[src/rtl/uart_pkg.sv]
// Shared definitions for the Wishbone UART transmitter: register offsets,
// STATUS bit positions, serializer state encoding and divisor width.
package uart_pkg;

   localparam int DIV_W = 16;

   localparam logic [1:0] REG_TXDATA  = 2'd0;
   localparam logic [1:0] REG_STATUS  = 2'd1;
   localparam logic [1:0] REG_DIVISOR = 2'd2;

   localparam int STAT_BUSY    = 0;
   localparam int STAT_FULL    = 1;
   localparam int STAT_EMPTY   = 2;
   localparam int STAT_OVERRUN = 3;
   localparam int STAT_CNT_LSB = 8;

   typedef enum logic [2:0] {
      TX_IDLE   = 3'd0,
      TX_START  = 3'd1,
      TX_DATA   = 3'd2,
      TX_PARITY = 3'd3,
      TX_STOP   = 3'd4
   } tx_state_t;

   // A programmed divisor of zero behaves as one clock per bit.
   function automatic logic [DIV_W-1:0] eff_div(input logic [DIV_W-1:0] d);
      return (d == '0) ? DIV_W'(1) : d;
   endfunction

endpackage

[src/rtl/uart_tx_wb_if.sv]
// Wishbone classic bus bundle between the interconnect (master) and the
// UART transmitter (slave).
interface uart_tx_wb_if;
   logic [31:0] dat_i;
   logic [31:0] dat_o;
   logic [31:0] adr_i;
   logic        we_i;
   logic [3:0]  sel_i;
   logic        cyc_i;
   logic        stb_i;
   logic        ack_o;

   modport master (
      output dat_i, adr_i, we_i, sel_i, cyc_i, stb_i,
      input  dat_o, ack_o
   );

   modport slave (
      input  dat_i, adr_i, we_i, sel_i, cyc_i, stb_i,
      output dat_o, ack_o
   );
endinterface

[src/rtl/uart_tx_fifo.sv]
// Synchronous FIFO for TX bytes; dout shows the head entry combinationally
// whenever the FIFO is not empty. Full/empty are judged on registered count.
module uart_tx_fifo #(
   parameter int WIDTH = 8,
   parameter int DEPTH = 16
) (
   input  logic                     clk_i,
   input  logic                     rst_i,
   input  logic                     push,
   input  logic                     pop,
   input  logic [WIDTH-1:0]         din,
   output logic [WIDTH-1:0]         dout,
   output logic                     full,
   output logic                     empty,
   output logic [$clog2(DEPTH):0]   count
);

   localparam int PTR_W = $clog2(DEPTH);
   localparam int CNT_W = PTR_W + 1;

   logic [WIDTH-1:0] mem [DEPTH];
   logic [PTR_W-1:0] wr_ptr_reg;
   logic [PTR_W-1:0] rd_ptr_reg;
   logic [CNT_W-1:0] count_reg;
   logic             do_push;
   logic             do_pop;

   assign full    = (count_reg == CNT_W'(DEPTH));
   assign empty   = (count_reg == '0);
   assign do_push = push & ~full;
   assign do_pop  = pop & ~empty;
   assign dout    = mem[rd_ptr_reg];
   assign count   = count_reg;

   always_ff @(posedge clk_i) begin
      if (do_push) begin
         mem[wr_ptr_reg] <= din;
      end
   end

   // Pointers wrap naturally because DEPTH is a power of two.
   always_ff @(posedge clk_i or negedge rst_i) begin
      if (!rst_i) begin
         wr_ptr_reg <= '0;
         rd_ptr_reg <= '0;
         count_reg  <= '0;
      end else begin
         if (do_push) begin
            wr_ptr_reg <= wr_ptr_reg + PTR_W'(1);
         end
         if (do_pop) begin
            rd_ptr_reg <= rd_ptr_reg + PTR_W'(1);
         end
         case ({do_push, do_pop})
            2'b10:   count_reg <= count_reg + CNT_W'(1);
            2'b01:   count_reg <= count_reg - CNT_W'(1);
            default: count_reg <= count_reg;
         endcase
      end
   end

endmodule

[src/rtl/uart_tx_wb.sv]
// Wishbone classic UART transmitter: TXDATA/STATUS/DIVISOR registers, a TX
// FIFO and an 8N1 serializer. Define UART_TX_PARITY_EN to add a parity bit.
module uart_tx_wb
   import uart_pkg::*;
#(
   parameter logic [31:0]      BASE_ADDR  = 32'h0002_0000,
   parameter int               FIFO_DEPTH = 16,
   parameter logic [DIV_W-1:0] DIV_RESET  = 16'd434
) (
   input  logic        clk_i,
   input  logic        rst_i,
   uart_tx_wb_if.slave bus,
   output logic        txd_o,
   output logic        irq_o
);

   localparam int CNT_W = $clog2(FIFO_DEPTH) + 1;

   logic              ack_reg;
   logic [31:0]       dat_o_reg;
   logic              overrun_reg;
   logic [DIV_W-1:0]  div_reg;
   logic              par_en_cfg;
   logic              par_odd_cfg;

   logic              hit;
   logic              accept;
   logic              wr;
   logic [1:0]        offset;
   logic [31:0]       rd_data;
   logic              fifo_push;
   logic              fifo_pop;
   logic [7:0]        fifo_dout;
   logic              fifo_full;
   logic              fifo_empty;
   logic [CNT_W-1:0]  fifo_count;
   logic              overrun_set;
   logic              overrun_clr;
   logic              unused_bits;

   tx_state_t         state_reg, state_next;
   logic [DIV_W-1:0]  baud_reg, baud_next;
   logic [DIV_W-1:0]  bit_reg, bit_next;
   logic [7:0]        shreg_reg, shreg_next;
   logic [DIV_W-1:0]  div_lat_reg, div_lat_next;
   logic              par_en_lat_reg, par_en_lat_next;
   logic              par_bit_reg, par_bit_next;
   logic              txd_reg, txd_next;
   logic              baud_done;

   assign hit    = (bus.adr_i[31:4] == BASE_ADDR[31:4]);
   assign accept = bus.cyc_i & bus.stb_i & ~ack_reg & hit;
   assign wr     = accept & bus.we_i;
   assign offset = bus.adr_i[3:2];

   assign fifo_push   = wr & (offset == REG_TXDATA) & bus.sel_i[0];
   assign overrun_set = fifo_push & fifo_full;
   assign overrun_clr = wr & (offset == REG_STATUS) & bus.dat_i[3];

   assign unused_bits = ^{bus.adr_i[1:0], bus.dat_i[31:16], bus.sel_i[3:2]};

   uart_tx_fifo #(
      .WIDTH (8),
      .DEPTH (FIFO_DEPTH)
   ) u_fifo (
      .clk_i (clk_i),
      .rst_i (rst_i),
      .push  (fifo_push),
      .pop   (fifo_pop),
      .din   (bus.dat_i[7:0]),
      .dout  (fifo_dout),
      .full  (fifo_full),
      .empty (fifo_empty),
      .count (fifo_count)
   );

   always_comb begin
      rd_data = '0;
      case (offset)
         REG_STATUS: begin
            rd_data[STAT_BUSY]              = (state_reg != TX_IDLE);
            rd_data[STAT_FULL]              = fifo_full;
            rd_data[STAT_EMPTY]             = fifo_empty;
            rd_data[STAT_OVERRUN]           = overrun_reg;
            rd_data[STAT_CNT_LSB +: 8]      = 8'(fifo_count);
         end
         REG_DIVISOR: begin
            rd_data[DIV_W-1:0] = div_reg;
            rd_data[17]        = par_en_cfg;
            rd_data[16]        = par_odd_cfg;
         end
         default: rd_data = '0;
      endcase
   end

   always_ff @(posedge clk_i or negedge rst_i) begin
      if (!rst_i) begin
         ack_reg     <= 1'b0;
         dat_o_reg   <= '0;
         overrun_reg <= 1'b0;
         div_reg     <= DIV_RESET;
      end else begin
         ack_reg <= accept;
         if (accept) begin
            dat_o_reg <= rd_data;
         end
         // A dropped push wins over a same-edge clear.
         if (overrun_set) begin
            overrun_reg <= 1'b1;
         end else if (overrun_clr) begin
            overrun_reg <= 1'b0;
         end
         if (wr && offset == REG_DIVISOR) begin
            if (bus.sel_i[0]) div_reg[7:0]  <= bus.dat_i[7:0];
            if (bus.sel_i[1]) div_reg[15:8] <= bus.dat_i[15:8];
         end
      end
   end

`ifdef UART_TX_PARITY_EN
   logic par_en_reg;
   logic par_odd_reg;

   always_ff @(posedge clk_i or negedge rst_i) begin
      if (!rst_i) begin
         par_en_reg  <= 1'b0;
         par_odd_reg <= 1'b0;
      end else if (wr && offset == REG_DIVISOR && bus.sel_i[2]) begin
         par_en_reg  <= bus.dat_i[17];
         par_odd_reg <= bus.dat_i[16];
      end
   end

   assign par_en_cfg  = par_en_reg;
   assign par_odd_cfg = par_odd_reg;
`else
   assign par_en_cfg  = 1'b0;
   assign par_odd_cfg = 1'b0;
`endif

   assign bus.ack_o = ack_reg;
   assign bus.dat_o = dat_o_reg;

   // Serializer
   assign baud_done = (baud_reg == (div_lat_reg - DIV_W'(1)));

   always_ff @(posedge clk_i or negedge rst_i) begin
      if (!rst_i) begin
         state_reg      <= TX_IDLE;
         baud_reg       <= '0;
         bit_reg        <= '0;
         shreg_reg      <= '0;
         div_lat_reg    <= DIV_W'(1);
         par_en_lat_reg <= 1'b0;
         par_bit_reg    <= 1'b0;
         txd_reg        <= 1'b1;
      end else begin
         state_reg      <= state_next;
         baud_reg       <= baud_next;
         bit_reg        <= bit_next;
         shreg_reg      <= shreg_next;
         div_lat_reg    <= div_lat_next;
         par_en_lat_reg <= par_en_lat_next;
         par_bit_reg    <= par_bit_next;
         txd_reg        <= txd_next;
      end
   end

   always_comb begin
      state_next      = state_reg;
      baud_next       = baud_reg;
      bit_next        = bit_reg;
      shreg_next      = shreg_reg;
      div_lat_next    = div_lat_reg;
      par_en_lat_next = par_en_lat_reg;
      par_bit_next    = par_bit_reg;
      txd_next        = txd_reg;
      fifo_pop        = 1'b0;

      case (state_reg)
         TX_IDLE: begin
            txd_next = 1'b1;
            // Frame settings are captured here so mid-frame writes only affect the next byte.
            if (!fifo_empty) begin
               fifo_pop        = 1'b1;
               shreg_next      = fifo_dout;
               div_lat_next    = eff_div(div_reg);
               par_en_lat_next = par_en_cfg;
               par_bit_next    = (^fifo_dout) ^ par_odd_cfg;
               baud_next       = '0;
               state_next      = TX_START;
               txd_next        = 1'b0;
            end
         end
         TX_START: begin
            if (baud_done) begin
               baud_next  = '0;
               bit_next   = '0;
               txd_next   = shreg_reg[0];
               state_next = TX_DATA;
            end else begin
               baud_next = baud_reg + DIV_W'(1);
            end
         end
         TX_DATA: begin
            if (baud_done) begin
               baud_next = '0;
               if (bit_reg == DIV_W'(7)) begin
                  if (par_en_lat_reg) begin
                     state_next = TX_PARITY;
                     txd_next   = par_bit_reg;
                  end else begin
                     state_next = TX_STOP;
                     txd_next   = 1'b1;
                  end
               end else begin
                  bit_next   = bit_reg + DIV_W'(1);
                  shreg_next = {1'b0, shreg_reg[7:1]};
                  txd_next   = shreg_reg[1];
               end
            end else begin
               baud_next = baud_reg + DIV_W'(1);
            end
         end
         TX_PARITY: begin
            if (baud_done) begin
               baud_next  = '0;
               state_next = TX_STOP;
               txd_next   = 1'b1;
            end else begin
               baud_next = baud_reg + DIV_W'(1);
            end
         end
         TX_STOP: begin
            txd_next = 1'b1;
            if (baud_done) begin
               baud_next  = '0;
               state_next = TX_IDLE;
            end else begin
               baud_next = baud_reg + DIV_W'(1);
            end
         end
         default: begin
            state_next = TX_IDLE;
            txd_next   = 1'b1;
         end
      endcase
   end

   assign txd_o = txd_reg;
   assign irq_o = fifo_empty & (state_reg == TX_IDLE);

endmodule

[src/flat_wrapper.sv]
// flat-port wrapper written by rule: the top's interface ports become plain ports
module uart_tx_wb_flat import uart_pkg::*;
#(
   parameter logic [31:0]      BASE_ADDR  = 32'h0002_0000,
   parameter int               FIFO_DEPTH = 16,
   parameter logic [DIV_W-1:0] DIV_RESET  = 16'd434
)
  (clk_i, rst_i, txd_o, irq_o, bus_dat_i, bus_adr_i, bus_we_i, bus_sel_i, bus_cyc_i, bus_stb_i, bus_dat_o, bus_ack_o);
  uart_tx_wb_if bus_i ();
  input  logic clk_i;
  input  logic rst_i;
  output logic txd_o;
  output logic irq_o;
  input wire logic [$bits(bus_i.dat_i)-1:0] bus_dat_i;
  input wire logic [$bits(bus_i.adr_i)-1:0] bus_adr_i;
  input wire logic [$bits(bus_i.we_i)-1:0] bus_we_i;
  input wire logic [$bits(bus_i.sel_i)-1:0] bus_sel_i;
  input wire logic [$bits(bus_i.cyc_i)-1:0] bus_cyc_i;
  input wire logic [$bits(bus_i.stb_i)-1:0] bus_stb_i;
  output wire logic [$bits(bus_i.dat_o)-1:0] bus_dat_o;
  output wire logic [$bits(bus_i.ack_o)-1:0] bus_ack_o;
  assign bus_i.dat_i = bus_dat_i;
  assign bus_i.adr_i = bus_adr_i;
  assign bus_i.we_i = bus_we_i;
  assign bus_i.sel_i = bus_sel_i;
  assign bus_i.cyc_i = bus_cyc_i;
  assign bus_i.stb_i = bus_stb_i;
  assign bus_dat_o = bus_i.dat_o;
  assign bus_ack_o = bus_i.ack_o;
  uart_tx_wb #(.BASE_ADDR(BASE_ADDR), .FIFO_DEPTH(FIFO_DEPTH), .DIV_RESET(DIV_RESET)) u_core (.clk_i(clk_i), .rst_i(rst_i), .bus(bus_i), .txd_o(txd_o), .irq_o(irq_o));
endmodule
[config.mk]
export PLATFORM = sky130hd
export DESIGN_NAME = uart_tx_wb_flat
export DESIGN_NICKNAME = d
export VERILOG_FILES = /design/src/rtl/uart_pkg.sv /design/src/rtl/uart_tx_wb_if.sv /design/src/rtl/uart_tx_fifo.sv /design/src/rtl/uart_tx_wb.sv /design/src/flat_wrapper.sv
export SDC_FILE = /design/constraint.sdc
export NUM_CORES = 1
export LEC_CHECK = 0
export CORE_MARGIN = 2
export CORE_UTILIZATION = 50
export DETAILED_ROUTE_END_ITERATION = 6
export PLACE_DENSITY = 0.78
export SLEW_MARGIN = 20
export SYNTH_ARGS = -nofsm -noshare
export SYNTH_HDL_FRONTEND = slang
export SYNTH_SLANG_ARGS = --single-unit
[constraint.sdc]
create_clock -name clk_i -period 5 [get_ports clk_i]
set_input_delay 1 -clock clk_i [delete_from_list [all_inputs] [get_ports clk_i]]
set_output_delay 1 -clock clk_i [all_outputs]
set_load 0.01 [all_outputs]
---- After elaboration in Yosys (flattened, before gate mapping) ----
Memory sizes are Yosys's and may differ from the RTL's.
Index checks and enable logic that the tools add are counted.
storage, ports and cells
  flip-flop bits (word level) ............. 107
  memory bits (writable) .................. 128
  word-level logic and storage cells ...... 111
  memories kept ........................... 1
operators by class
  add/sub/neg operators ................... 7
  eq/ne operators ......................... 19
  multiplexer cells ....................... 35
  bitwise logic cells ..................... 15
  reductions and logical operators ........ 20
memory list
  name               depth  width  read ports  clocked after Yosys merged registers in  write ports  RTL line            text
  u_core.u_fifo.mem  16     8      1           0                                        1            uart_tx_fifo.sv:21  logic [WIDTH-1:0] mem [DEPTH];
operators with widths
  kind                                                 count
  two-way mux 16 bit                                   6
  case mux 16 bit (2 select lines)                     2
  adder 16 x 1 -> 16 bit (second input constant)       2
  case mux 8 bit (2 select lines)                      2
  == test 28 x 14 -> 1 bit (second input constant)     1
  two-way mux 8 bit                                    3
  two-way mux 3 bit                                    6
  == test 16 bit                                       1
  == test 16 x 3 -> 1 bit (second input constant)      1
  logical NOT 16 bit                                   1
  subtractor 16 x 1 -> 16 bit (second input constant)  1
  case mux 3 bit (5 select lines)                      1
  AND 1 bit                                            12
  two-way mux 1 bit                                    11
  != test 2 x 1 -> 1 bit (second input constant)       5
  case mux 5 bit (2 select lines)                      1
  nonzero test 2 bit                                   5
  adder 4 x 1 -> 4 bit (second input constant)         2
  case mux 4 bit (2 select lines)                      1
  AND reduction 2 bit                                  4
  AND reduction 4 bit                                  2
  == test 3 x 2 -> 1 bit (second input constant)       2
  AND reduction 6 bit                                  1
  adder 5 x 1 -> 5 bit (second input constant)         1
  other kinds (17)                                     22

---- Logic depth before layout (Yosys ltp) ----
  depth in word-level cells ............... 9
  depth in mapped cells ................... 17

---- Cells and area by module ----
From an unflattened synthesis, not the netlist that was laid out.
second synthesis, totals
  cells, all modules ...................... 885
  area, all modules ....................... 11101.9 µm²
modules (own cells, without submodules)
  module        times used  cells each  area each (µm²)
  uart_tx_fifo  1           332         5779.3
  uart_tx_wb    1           553         5322.6

---- Worst setup path after synthesis ----
Ideal clock, no wire load.
  path type ............................... input port to flip-flop
  from .................................... input bus_adr_i[5]
  to ...................................... register u_core.u_fifo.count_reg[4], in the netlist u_core.u_fifo.count[4]
  setup time .............................. 0.130 ns
  data arrival time ....................... 3.784 ns
  required time ........................... 4.870 ns
  setup slack ............................. 1.086 ns
  stages .................................. 16
  buffers on the path ..................... 1
  cell sequence ........................... nor4b_1 nand4_1 nor2_1 nand4_1 a21oi_1 inv_1 ha_1 clkbuf_1 xor2_1 ha_1 a21o_1 nand2_1 a21oi_1 a211oi_1 nor2_1 xor2_1
between the ends
  longest elaborated chain between the ends .. 8
  elaborated cells between the ends (all ways) .. 10
  those cells by class .................... eq/ne: 3; mux: 1; bitwise: 5; reduce/logical: 1
ends and longest elaborated chain
  what                                                                   RTL line            text
  start: declaration                                                     flat_wrapper.sv:15  input wire logic [$bits(bus_i.adr_i)-1:0] bus_adr_i;
  == test 28 x 14 -> 1 bit (*)                                           uart_tx_wb.sv:51    assign hit = (bus.adr_i[31:4] == BASE_ADDR[31:4]);
  AND 1 bit (*)                                                          uart_tx_wb.sv:52    assign accept = bus.cyc_i & bus.stb_i & ~ack_reg & hit;
  AND 1 bit (*)                                                          uart_tx_wb.sv:53    assign wr = accept & bus.we_i;
  AND 1 bit (*) (2 in a row)                                             uart_tx_wb.sv:56    assign fifo_push = wr & (offset == REG_TXDATA) & bus.sel_i[0];
  AND 1 bit (*)                                                          uart_tx_fifo.sv:30  assign do_push = push & ~full;
  == test 2 x 1 -> 1 bit or == test 2 bit (tied branches)                uart_tx_fifo.sv:54  case ({do_push, do_pop})
  case mux 5 bit (2 select lines) or nonzero test 2 bit (tied branches)  --
  end signal: assignment                                                 uart_tx_fifo.sv:55  2'b10: count_reg <= count_reg + CNT_W'(1);
  end signal: assignment                                                 uart_tx_fifo.sv:56  2'b01: count_reg <= count_reg - CNT_W'(1);
  end signal: assignment                                                 uart_tx_fifo.sv:57  default: count_reg <= count_reg;
  end: declaration                                                       uart_tx_fifo.sv:24  logic [CNT_W-1:0] count_reg;
Mark *: on every way between the ends. The rest lies on a longest branch, timed or not.
A chain may end at the register's enable or synchronous reset.

---- Worst setup path after layout ----
  from .................................... register u_core.u_fifo.count_reg[2], in the netlist u_core.u_fifo.count[2]
  to ...................................... output irq_o
between the ends
  longest elaborated chain between the ends .. 2
ends and longest elaborated chain
  what               RTL line            text
  logical NOT 5 bit  uart_tx_fifo.sv:29  assign empty = (count_reg == '0);
  AND 1 bit          uart_tx_wb.sv:251   assign irq_o = fifo_empty & (state_reg == TX_IDLE);
  end: declaration   flat_wrapper.sv:13  output logic irq_o;
No other way between the ends.

==> reports/results.md <==
- complete, no violations — result of the run
- 52.4% — Seq pwr share
- 1007 — nets
- 15.5% — area overhead of the layout relative to synthesis
- 20.5% — global-route usage over all layers
- 6530 um^2 — Register Area
- 23100 um^2 — die area
- 10900 um^2 — synthesized area
- 261 MHz — achievable clock frequency
- 0 — number of antenna violations at the first check in global routing
- 0.935 ns — transition at the pin with the smallest max-transition slack
- 0.06 ns — CTS clock-pin slew for the worst setup and hold paths
- u_core.u_fifo.count[2] — startpoint of the worst setup timing path
- 0.814 — weighted congestion reported at the end of routability-driven placement
- output port — type of element capturing the critical path
- built — TritonCTS clock tree
- 0 — post-cts repair resize count
- u_core.u_fifo.mem — register bank with the most flops
- 50.6% — initial standard-cell utilization of the core
- 12.8 um^2 — Avg Cell Area, Syn
- 59.7% — share of the yosys chip area belonging to registers
- 54 — standard-cell rows
- 5 — total iterations of the first detailed-routing run
- 235 — total of flip-flops plus latches after synthesis
- 3 — deepest clock path buffer count
- 44.8% — power share of the clock group
- 0.55 ns — worst skew pair latency
- sky130_fd_sc_hd__edfxtp_1 — largest area contributor in the synthesized netlist
- 7128 — overall via count from detail_route
- 25 — clock buffers created by TritonCTS
- 0 — Congestion Overflow GR
- 662 — iteration-0 DRC count of the detailed router
- sky130_fd_sc_hd__edfxtp_1 — top_reg_cell synth
- sky130_fd_sc_hd__edfxtp_1 — library cell with the highest instance count after synthesis
- 9 — length in cells of the worst reg-to-reg path
- 38300 um — wire length of the first global-routing pass
- 128 — Post-synth EDFFs
- false — unrepaired setup endpoints after global routing
- 0 — final slew viol count
- 0 — Post-CTS Setup Repair Bufs
- 63 — pin count of the biggest net entering global routing
- 4.86 nW — leakage component of the power
- 0 — final number of setup-violating endpoints
- 0 ns — final-layout setup total negative slack
- 152 um — Vert. Die Dim
- 235 — CTS Sinks
- 0.400 mV — Max rail drop VDD
- 23400 um — Routed Wire Length
- 9 — largest fanout on the critical path
- u_core.bus.dat_o[10] — min-delay src
- sky130_fd_sc_hd__edfxtp_1, sky130_fd_sc_hd__dfrtp_1, sky130_fd_sc_hd__mux4_2 — ranking of synthesized cells by area
- 0 — final-report hold violation count
- 3.84 ns — shortest clock period the worst path allows after layout
- 4.00 ns — required time at the endpoint of the critical path
- 76.7% — post-route fraction of the period consumed by the critical path
- 0 — antenna-violating nets left
- 20.6% — switching share of total power
- 45.5% — share of flip-flops with an asynchronous set or reset after synthesis
- sky130_fd_sc_hd__edfxtp_1, sky130_fd_sc_hd__nand2_1, sky130_fd_sc_hd__dfrtp_1 — list of most frequent post-synthesis cells
- 152 um — Die Span X
- 2.84 ns — Arr. time, crit path
- 0.00314 W — cell internal pwr
- 128 — flip-flop count of the largest register after layout
- 35.1% — fraction of synthesized cell area taken by the top area cell type
- sky130_fd_sc_hd__clkbuf_16 — CTS Root Cell
- 0 — antenna diode count
- 69 — number of library cell types mapped by synthesis
- 37.4% — normalized max-slew margin
- 19.2 um — detailed-route wire length per cell
- 21600 um^2 — Core Footprint
- 5.85 — detail-routed via count per cell
- 0 — MaxCap Viol Count
- reg -> out — start-to-end type of the worst setup path
- flop — critical path startpoint category
- 58.5% — share of the core filled with cells
- 108 — boundary pin count
- 15500 um — detailed-placement wirelength estimate
- 4080 um^2 — footprint of the multi-input gates
- 7024 — number of global-route vias before repair
- 0.000816 W — Sw Pwr
- 1635 — number of fill cells
- 71 — number of input and output port buffers inserted
- 313 nW/um^2 — PwrDens
- reg -> reg — kind of path behind the tightest hold check
- u_core.div_lat_reg[2] — Reg2Reg Launch Point
- 1 — H-tree lvl count
- 2.8% — share of total power in combinational logic
- 2 — depth of the worst hold-timing path
- 0 — count of hold buffers inserted by post-cts repair
- 0 — warning count from the yosys run
- 0.0243 ns — Post-Route Skew
- 14.9% — fraction of layout instances using a drive strength above 1
- 0 — Residual DRC
- 853 — gate count after technology mapping
==> stage by stage <==
| step | cell area, um^2 | cells | total power (W) | hold slack (ns) | setup slack (ns) |
|---|---|---|---|---|---|
| 2_1_floorplan | 11000 | 868 | 0.00215 | 0.449 | 1.09 |
| 3_3_place_gp | 11900 | 1173 | 0.00222 | 0.450 | 0.825 |
| 3_5_place_dp | 11900 | 1173 | 0.00223 | 0.455 | 0.741 |
| 4_1_cts | 12600 | 1219 | 0.00399 | 0.471 | 1.14 |
| 5_1_grt | 12600 | 1219 | 0.00407 | 0.492 | 0.937 |
| 6_report | 12600 | 1219 | 0.00396 | 0.466 | 1.16 |
==> cell type report <==
class | instances | area share (%)
Multi-Input combinational cell | 552 | 32.3
Clock buffer | 43 | 5.96
Clock inverter | 3 | 0.277
Tap cell | 280 | 2.77
Timing Repair Buffer | 86 | 6.49
Sequential cell | 235 | 51.7
Inverter | 20 | 0.594
==> critical path, stage by stage (launching register included) <==
cell and delay [ns]:
sky130_fd_sc_hd__dfrtp_1 0.48, sky130_fd_sc_hd__nor4_1 0.75, sky130_fd_sc_hd__nand2b_1 0.31, sky130_fd_sc_hd__nor2_1 0.17
sky130_fd_sc_hd__clkdlybuf4s50_1 0.57
==> routing by layer <==
metal | GRT usage [%] | share of wire [%] | up-vias
met4 | 6.94 | 3.2 | 0
met1 | 28.3 | 43 | 3607
met2 | 34.0 | 50 | 188
met5 | 0 | 0 | -
li1 | - | - | 3283
met3 | 2.45 | 4.3 | 50
==> logic make-up after synthesis <==
family          count (synthesis)  synth area share, %
mux                            74                 10.9
simple gates                  305                 14.3
flops                         235                 59.7
other cells                     1               0.0343
xor+xnor                       41                 3.28
compound gates                102                 6.56
fa+ha+maj                      14                 1.60
buf+inv                        81                 3.60
==> power groups by stage <==
stage | Combinational (W) | Sequential, W | Clock (W)
4_1_cts | 0.000113 | 0.00208 | 0.00180
5_1_grt | 0.000122 | 0.00208 | 0.00187
3_3_place_gp | 0.000109 | 0.00211 | 0
2_1_floorplan | 0.0000389 | 0.00211 | 0
3_5_place_dp | 0.000112 | 0.00211 | 0
6_report | 0.000111 | 0.00208 | 0.00177
==> path summary, 6_finish.rpt <==
path / end / slack [ns]
hold reg to reg: u_core.bus.dat_o[10] / 0.47
setup reg to reg: u_core.bit_reg[8] / 1.28
hold / removal: u_core.bus.dat_o[10] / 0.47
setup / recovery: irq_o / 1.16
min in group asynchronous: u_core.bit_reg[11] / 0.54
max in group asynchronous: u_core.u_fifo.rd_ptr_reg[0] / 3.27
==> placed cells by master (no fill, tap or decap), drive strengths merged, types with 19 or more instances in the layout <==
| cell type | instances |
|---|---|
| inv | 22 |
| mux4 | 33 |
| xnor2 | 25 |
| clkdlybuf4s50 | 70 |
| nand2 | 105 |
| nor3 | 22 |
| edfxtp | 128 |
| o21ai | 19 |
| nor2 | 45 |
| mux2 | 33 |
| nand3 | 27 |
| clkbuf | 43 |
| dfrtp | 100 |
(Power assumes the default switching activity.)
